$ cat src/rtl/scratchpad_read_responder.sv
// scratchpad_read_responder
// Memory-side responder for the 8-lane scratchpad read handshake. A request
// fetches 8 consecutive 128-bit lines from a fixed-latency synchronous RAM,
// one line per cycle, and presents them in parallel on mem0..mem7.
//
// Handshake: the requester raises start_read (with mem_offset) and keeps it
// high until it sees read_done. The offset is sampled only on the accepting
// edge in IDLE. read_done rises together with the last captured line and
// stays high while start_read is held; the first edge with start_read low
// clears read_done/busy and returns to IDLE. If start_read is already low
// when the request completes, read_done is a single-cycle pulse.
module scratchpad_read_responder #(
  parameter int ADDR_W      = 17,
  parameter int RAM_LATENCY = 2
) (
  input  logic              clk,
  input  logic              rst,
  input  logic              start_read,
  input  logic [31:0]       mem_offset,
  output logic              read_done,
  output logic              busy,
  output logic [127:0]      mem0,
  output logic [127:0]      mem1,
  output logic [127:0]      mem2,
  output logic [127:0]      mem3,
  output logic [127:0]      mem4,
  output logic [127:0]      mem5,
  output logic [127:0]      mem6,
  output logic [127:0]      mem7,
  output logic              ram_rd_en,
  output logic [ADDR_W-1:0] ram_addr,
  input  logic [127:0]      ram_rd_data
);

  typedef enum logic [1:0] {
    ST_IDLE  = 2'd0,
    ST_ISSUE = 2'd1,
    ST_DRAIN = 2'd2,
    ST_DONE  = 2'd3
  } state_e;

  state_e            state_q, state_d;
  logic              busy_q, busy_d;
  logic              done_q, done_d;
  logic              rd_en_q, rd_en_d;
  logic [ADDR_W-1:0] addr_q, addr_d;
  logic [2:0]        beat_q, beat_d;

  // Valid/index pipe: stage 0 mirrors the strobe currently on the RAM port,
  // the last stage lines up with the cycle its data is on ram_rd_data.
  logic [RAM_LATENCY-1:0]      vld_q, vld_d;
  logic [RAM_LATENCY-1:0][2:0] idx_q, idx_d;

  logic [127:0] lane_q [8];
  logic [127:0] lane_d [8];

  logic       cap_vld;
  logic [2:0] cap_idx;
  logic       last_cap;

  // Offset bits below the line size and above the scratchpad are don't-care.
  logic unused_offset_bits;
  assign unused_offset_bits = ^{mem_offset[31:ADDR_W+4], mem_offset[3:0]};

  assign cap_vld  = vld_q[RAM_LATENCY-1];
  assign cap_idx  = idx_q[RAM_LATENCY-1];
  assign last_cap = cap_vld && (cap_idx == 3'd7);

  // Next-state logic: accept, issue 8 beats, wait for the last capture, hold done.
  always_comb begin
    state_d = state_q;
    busy_d  = busy_q;
    done_d  = done_q;
    rd_en_d = rd_en_q;
    addr_d  = addr_q;
    beat_d  = beat_q;
    case (state_q)
      ST_IDLE: begin
        if (start_read) begin
          state_d = ST_ISSUE;
          busy_d  = 1'b1;
          rd_en_d = 1'b1;
          addr_d  = mem_offset[ADDR_W+3:4];
          beat_d  = 3'd0;
        end
      end
      ST_ISSUE: begin
        if (beat_q == 3'd7) begin
          rd_en_d = 1'b0;
          // With a 1-cycle RAM the last capture lands on this same edge.
          if (last_cap) begin
            state_d = ST_DONE;
            done_d  = 1'b1;
          end else begin
            state_d = ST_DRAIN;
          end
        end else begin
          addr_d = addr_q + ADDR_W'(1);
          beat_d = beat_q + 3'd1;
        end
      end
      ST_DRAIN: begin
        if (last_cap) begin
          state_d = ST_DONE;
          done_d  = 1'b1;
        end
      end
      ST_DONE: begin
        if (!start_read) begin
          state_d = ST_IDLE;
          done_d  = 1'b0;
          busy_d  = 1'b0;
        end
      end
      default: state_d = ST_IDLE;
    endcase
  end

  // Shift the beat tags one stage per cycle alongside the RAM pipeline.
  always_comb begin
    vld_d    = '0;
    idx_d    = '0;
    vld_d[0] = rd_en_d;
    idx_d[0] = beat_d;
    for (int k = 1; k < RAM_LATENCY; k++) begin
      vld_d[k] = vld_q[k-1];
      idx_d[k] = idx_q[k-1];
    end
  end

  // Only the lane whose beat is arriving this cycle is updated.
  always_comb begin
    lane_d = lane_q;
    if (cap_vld) begin
      lane_d[cap_idx] = ram_rd_data;
    end
  end

  // Control state register.
  always_ff @(posedge clk or posedge rst) begin
    if (rst) begin
      state_q <= ST_IDLE;
      busy_q  <= 1'b0;
      done_q  <= 1'b0;
      rd_en_q <= 1'b0;
      addr_q  <= '0;
      beat_q  <= 3'd0;
    end else begin
      state_q <= state_d;
      busy_q  <= busy_d;
      done_q  <= done_d;
      rd_en_q <= rd_en_d;
      addr_q  <= addr_d;
      beat_q  <= beat_d;
    end
  end

  // Capture pipe and lane registers; reset drops any beats still in flight.
  always_ff @(posedge clk or posedge rst) begin
    if (rst) begin
      vld_q <= '0;
      idx_q <= '0;
      for (int i = 0; i < 8; i++) begin
        lane_q[i] <= '0;
      end
    end else begin
      vld_q <= vld_d;
      idx_q <= idx_d;
      for (int i = 0; i < 8; i++) begin
        lane_q[i] <= lane_d[i];
      end
    end
  end

  assign read_done = done_q;
  assign busy      = busy_q;
  assign ram_rd_en = rd_en_q;
  assign ram_addr  = addr_q;
  assign mem0      = lane_q[0];
  assign mem1      = lane_q[1];
  assign mem2      = lane_q[2];
  assign mem3      = lane_q[3];
  assign mem4      = lane_q[4];
  assign mem5      = lane_q[5];
  assign mem6      = lane_q[6];
  assign mem7      = lane_q[7];

endmodule

$ cat config.mk
export PLATFORM = sky130hd
export DESIGN_NAME = scratchpad_read_responder
export DESIGN_NICKNAME = d
export VERILOG_FILES = /design/src/rtl/scratchpad_read_responder.sv
export SDC_FILE = /design/constraint.sdc
export NUM_CORES = 2
export LEC_CHECK = 0
export BUFFER_PORTS_ARGS = -buffer_cell sky130_fd_sc_hd__buf_2
export CORE_AREA = 10 10 468 470
export DETAILED_ROUTE_END_ITERATION = 16
export DIE_AREA = 0 0 478 480
export SLEW_MARGIN = 20
export SYNTH_ARGS = -nofsm -noshare
export SYNTH_HDL_FRONTEND = slang
export SYNTH_SLANG_ARGS = --single-unit
$ cat constraint.sdc
create_clock -name clk -period 96.6 [get_ports clk]
set_input_delay 19.32 -clock clk [delete_from_list [all_inputs] [get_ports clk]]
set_output_delay 19.32 -clock clk [all_outputs]
set_load 0.03 [all_outputs]
==> results.sh <==
export IMPL_status="complete, no violations"
export IMPL_p_clk_share_pct=18.9
export IMPL_pin_count=1207
export IMPL_ant_nets=0
export IMPL_preCtsSetupSlack_ns=71.47
export IMPL_avgSynthCellArea_sq_um=15.0
export IMPL_cts_resized=0
export IMPL_drive_above_1_share_pct=55.7
export IMPL_cts_sinks=1053
export IMPL_drc=0
export IMPL_grt_pass1_wl_mm=229
export IMPL_grt_pass1_vias=28784
export IMPL_detailedRoute_firstPassIterationCount=5
export IMPL_regArea_sq_um=26400
export IMPL_syn_nets=2807
export IMPL_area_growth_pct=33.0
export IMPL_yosysWarnings=0
export IMPL_rr_startpoint="cap_idx[1]"
export IMPL_hold_viol_final=0
export IMPL_cts_setup_buffers=0
export IMPL_core_sq_um=209000
export IMPL_layout_commonest_cell="buf_2"
export IMPL_slew_viol_final=0
export IMPL_cap_violations=0
export IMPL_seq_power_share_pct=33.6
export IMPL_tightest_slew_ns=1.02
export IMPL_dpl_instance_area_sq_um=48800
export IMPL_end_kind="async pin"
export IMPL_num_vias=27124
export IMPL_power_frac_comb_pct=47.5
export IMPL_io_buffers=1191
export IMPL_cts_buffers=115
export IMPL_pwr_density_cell_nw_per_um2=44.3
export IMPL_via_per_inst=4.01
export IMPL_cp_start_kind="input port"
export IMPL_layout_common_cells="buf_2, dfrtp_1, mux2_2, nand2_1, mux2_1"
export IMPL_finalCriticalPeriod_ns=24.02
export IMPL_swShare_pct=46.1
export IMPL_tns_ns=0
export IMPL_critPathLaunch="rst"
export IMPL_wirelength_mm=166
export IMPL_grt_max_degree=180
export IMPL_synthCells=2637
export IMPL_finClkSkew_ns=0.0392
export IMPL_dieArea_sq_um=229000
export IMPL_ir_drop_mv=0.0240
export IMPL_synth_edf_count=0
export IMPL_routedWlPerCell_um=24.5
export IMPL_ys_types=50
export IMPL_clkTransAtPathRegs_ns=0.05
export IMPL_row_count=168
export IMPL_ctsHoldBuffers=0
export IMPL_start_util_pct=18.9
export IMPL_overflow=0
export IMPL_fin_area_sq_um=52700
export IMPL_setup_ws_ns=72.58
export IMPL_maxSlewHeadroom_pct=32.1
export IMPL_htreeDepth=3
export IMPL_fin_crit_sh_pct=24.9
export IMPL_ys_seq_area_share_pct=66.5
export IMPL_synthArstFlopShare_pct=100
export IMPL_die_w_um=478
export IMPL_total_leakage_power_nw=24.3
export IMPL_drt_iter0_drc=1594
export IMPL_nFillCells=21859
export IMPL_holdWs_ns=0.436
export IMPL_die_h_um=480
export IMPL_syn_area_sq_um=39600
export IMPL_worstSetupPathType="input port to async pin"
export IMPL_antenna_found_initial=47
export IMPL_setup_viol=0
export IMPL_fin_util_pct=25.2
export IMPL_required_ns=97.33
export IMPL_ys_ff_latch=1053
export IMPL_fmax_mhz=41.6
export IMPL_clk_latency_ns=0.77
export IMPL_multiInputGateArea_sq_um=12600
export IMPL_hp_class="flop to flop"
export IMPL_hp_start="vld_q[0]"
export IMPL_cts_buffer_depth=3
export IMPL_critPathMaxFanout=106
export IMPL_p_switching_mw=1.08
export IMPL_clock_root_buffer="clkbuf_16"
export IMPL_cts_tree="yes"
export IMPL_p_int_mw=1.26
export IMPL_gp_congestion=0.801
export IMPL_dpl_hpwl_mm=125
export IMPL_arrival_ns=24.75
export IMPL_fin_nets=4019
export IMPL_track_usage_pct=13.7
export IMPL_synth_flop_cell="dfrtp_1"
export IMPL_rsz0062_at_grt="false"
[synth_stat cells (4+ instances only)]
cell | instances | area, sq um
nand2_1 | 399 | 1500
o21ai_0 | 14 | 70.1
nand2b_1 | 4 | 25.0
inv_1 | 6 | 22.5
ha_1 | 7 | 87.6
buf_1 | 4 | 15.0
buf_4 | 12 | 90.1
a21oi_1 | 22 | 110
mux2i_1 | 4 | 40.0
nor3_1 | 4 | 20.0
buf_2 | 88 | 440
nand4_1 | 7 | 43.8
nand3_1 | 13 | 65.1
mux2_1 | 123 | 1390
dfrtp_1 | 1053 | 26400
a22o_1 | 4 | 35.0
clkbuf_1 | 35 | 131
nor2_1 | 12 | 45.0
mux2_2 | 774 | 8720
o22ai_1 | 4 | 25.0
[kinds of logic after synthesis]
| family | count (synthesis) | synth area share (%) |
|---|---|---|
| muxes | 901 | 25.6 |
| DFF | 1053 | 66.5 |
| AOI/OAI and AO/OA | 67 | 1.12 |
| adders and majority gates | 7 | 0.221 |
| and+or+nand+nor | 463 | 4.74 |
| buffers and inverters | 146 | 1.78 |
[final timing paths]
check                              end  slack [ns]  depth (start not counted)
setup / recovery             mem1[102]       72.58                          8
hold / removal                vld_q[1]        0.44                          0
setup reg to reg              mem5[37]       93.51                          5
hold reg to reg               vld_q[1]        0.44                          0
max in group clk           ram_addr[2]       75.59                          1
min in group asynchronous      mem5[7]       18.70                          2
[layout make-up]
type / count / share of cell area, %
tap: 2805 / 6.66
antenna: 18 / 0.0855
sequential: 1053 / 50.0
clock buffer: 167 / 6.23
timing repair buffer: 1235 / 12.1
multi-input combinational: 1438 / 23.9
inverter: 6 / 0.0570
clock inverter: 41 / 0.998
[flip-flops by register name, indices dropped and copies added (netlist names)]
signal	count
idx_d	3
read_done	1
mem4	128
mem5	128
ram_addr	17
mem1	128
mem6	128
mem3	128
cap_idx	3
vld_q	2
state_q	2
mem7	128
mem2	128
mem0	128
busy	1
[power groups by stage]
stage	clock network [mW]	registers [mW]	logic, mW
2_1_floorplan	0	1.22	0.278
4_1_cts	0.455	0.783	1.13
3_5_place_dp	0	0.787	1.13
6_report	0.441	0.784	1.11
3_3_place_gp	0	0.774	1.12
5_1_grt	0.471	0.812	1.17
[per-stage QoR]
stage                     instances  total power, mW
after floorplan                2637             1.50
after global placement         6536             1.89
after detailed placement       6536             1.92
after CTS                      6744             2.37
after global routing           6750             2.46
final                          6763             2.34
[critical path, cell delays in order]
cell and delay (ns):
buf_2 0.13, inv_8 0.46, buf_4 0.75, buf_4 0.79
buf_4 0.68, buf_4 0.67, buf_4 0.79, buf_4 0.87
[per-layer routing]
metal  part of all wire [%]  routed length (um)  global-route usage [%]
met1                     39               64600                    15.9
met2                     45               74800                    21.6
met3                     11               18800                    6.43
met4                    4.3                7200                    6.15
met5                  0.091                 151                       0
Power figures use the tool's default switching activity.
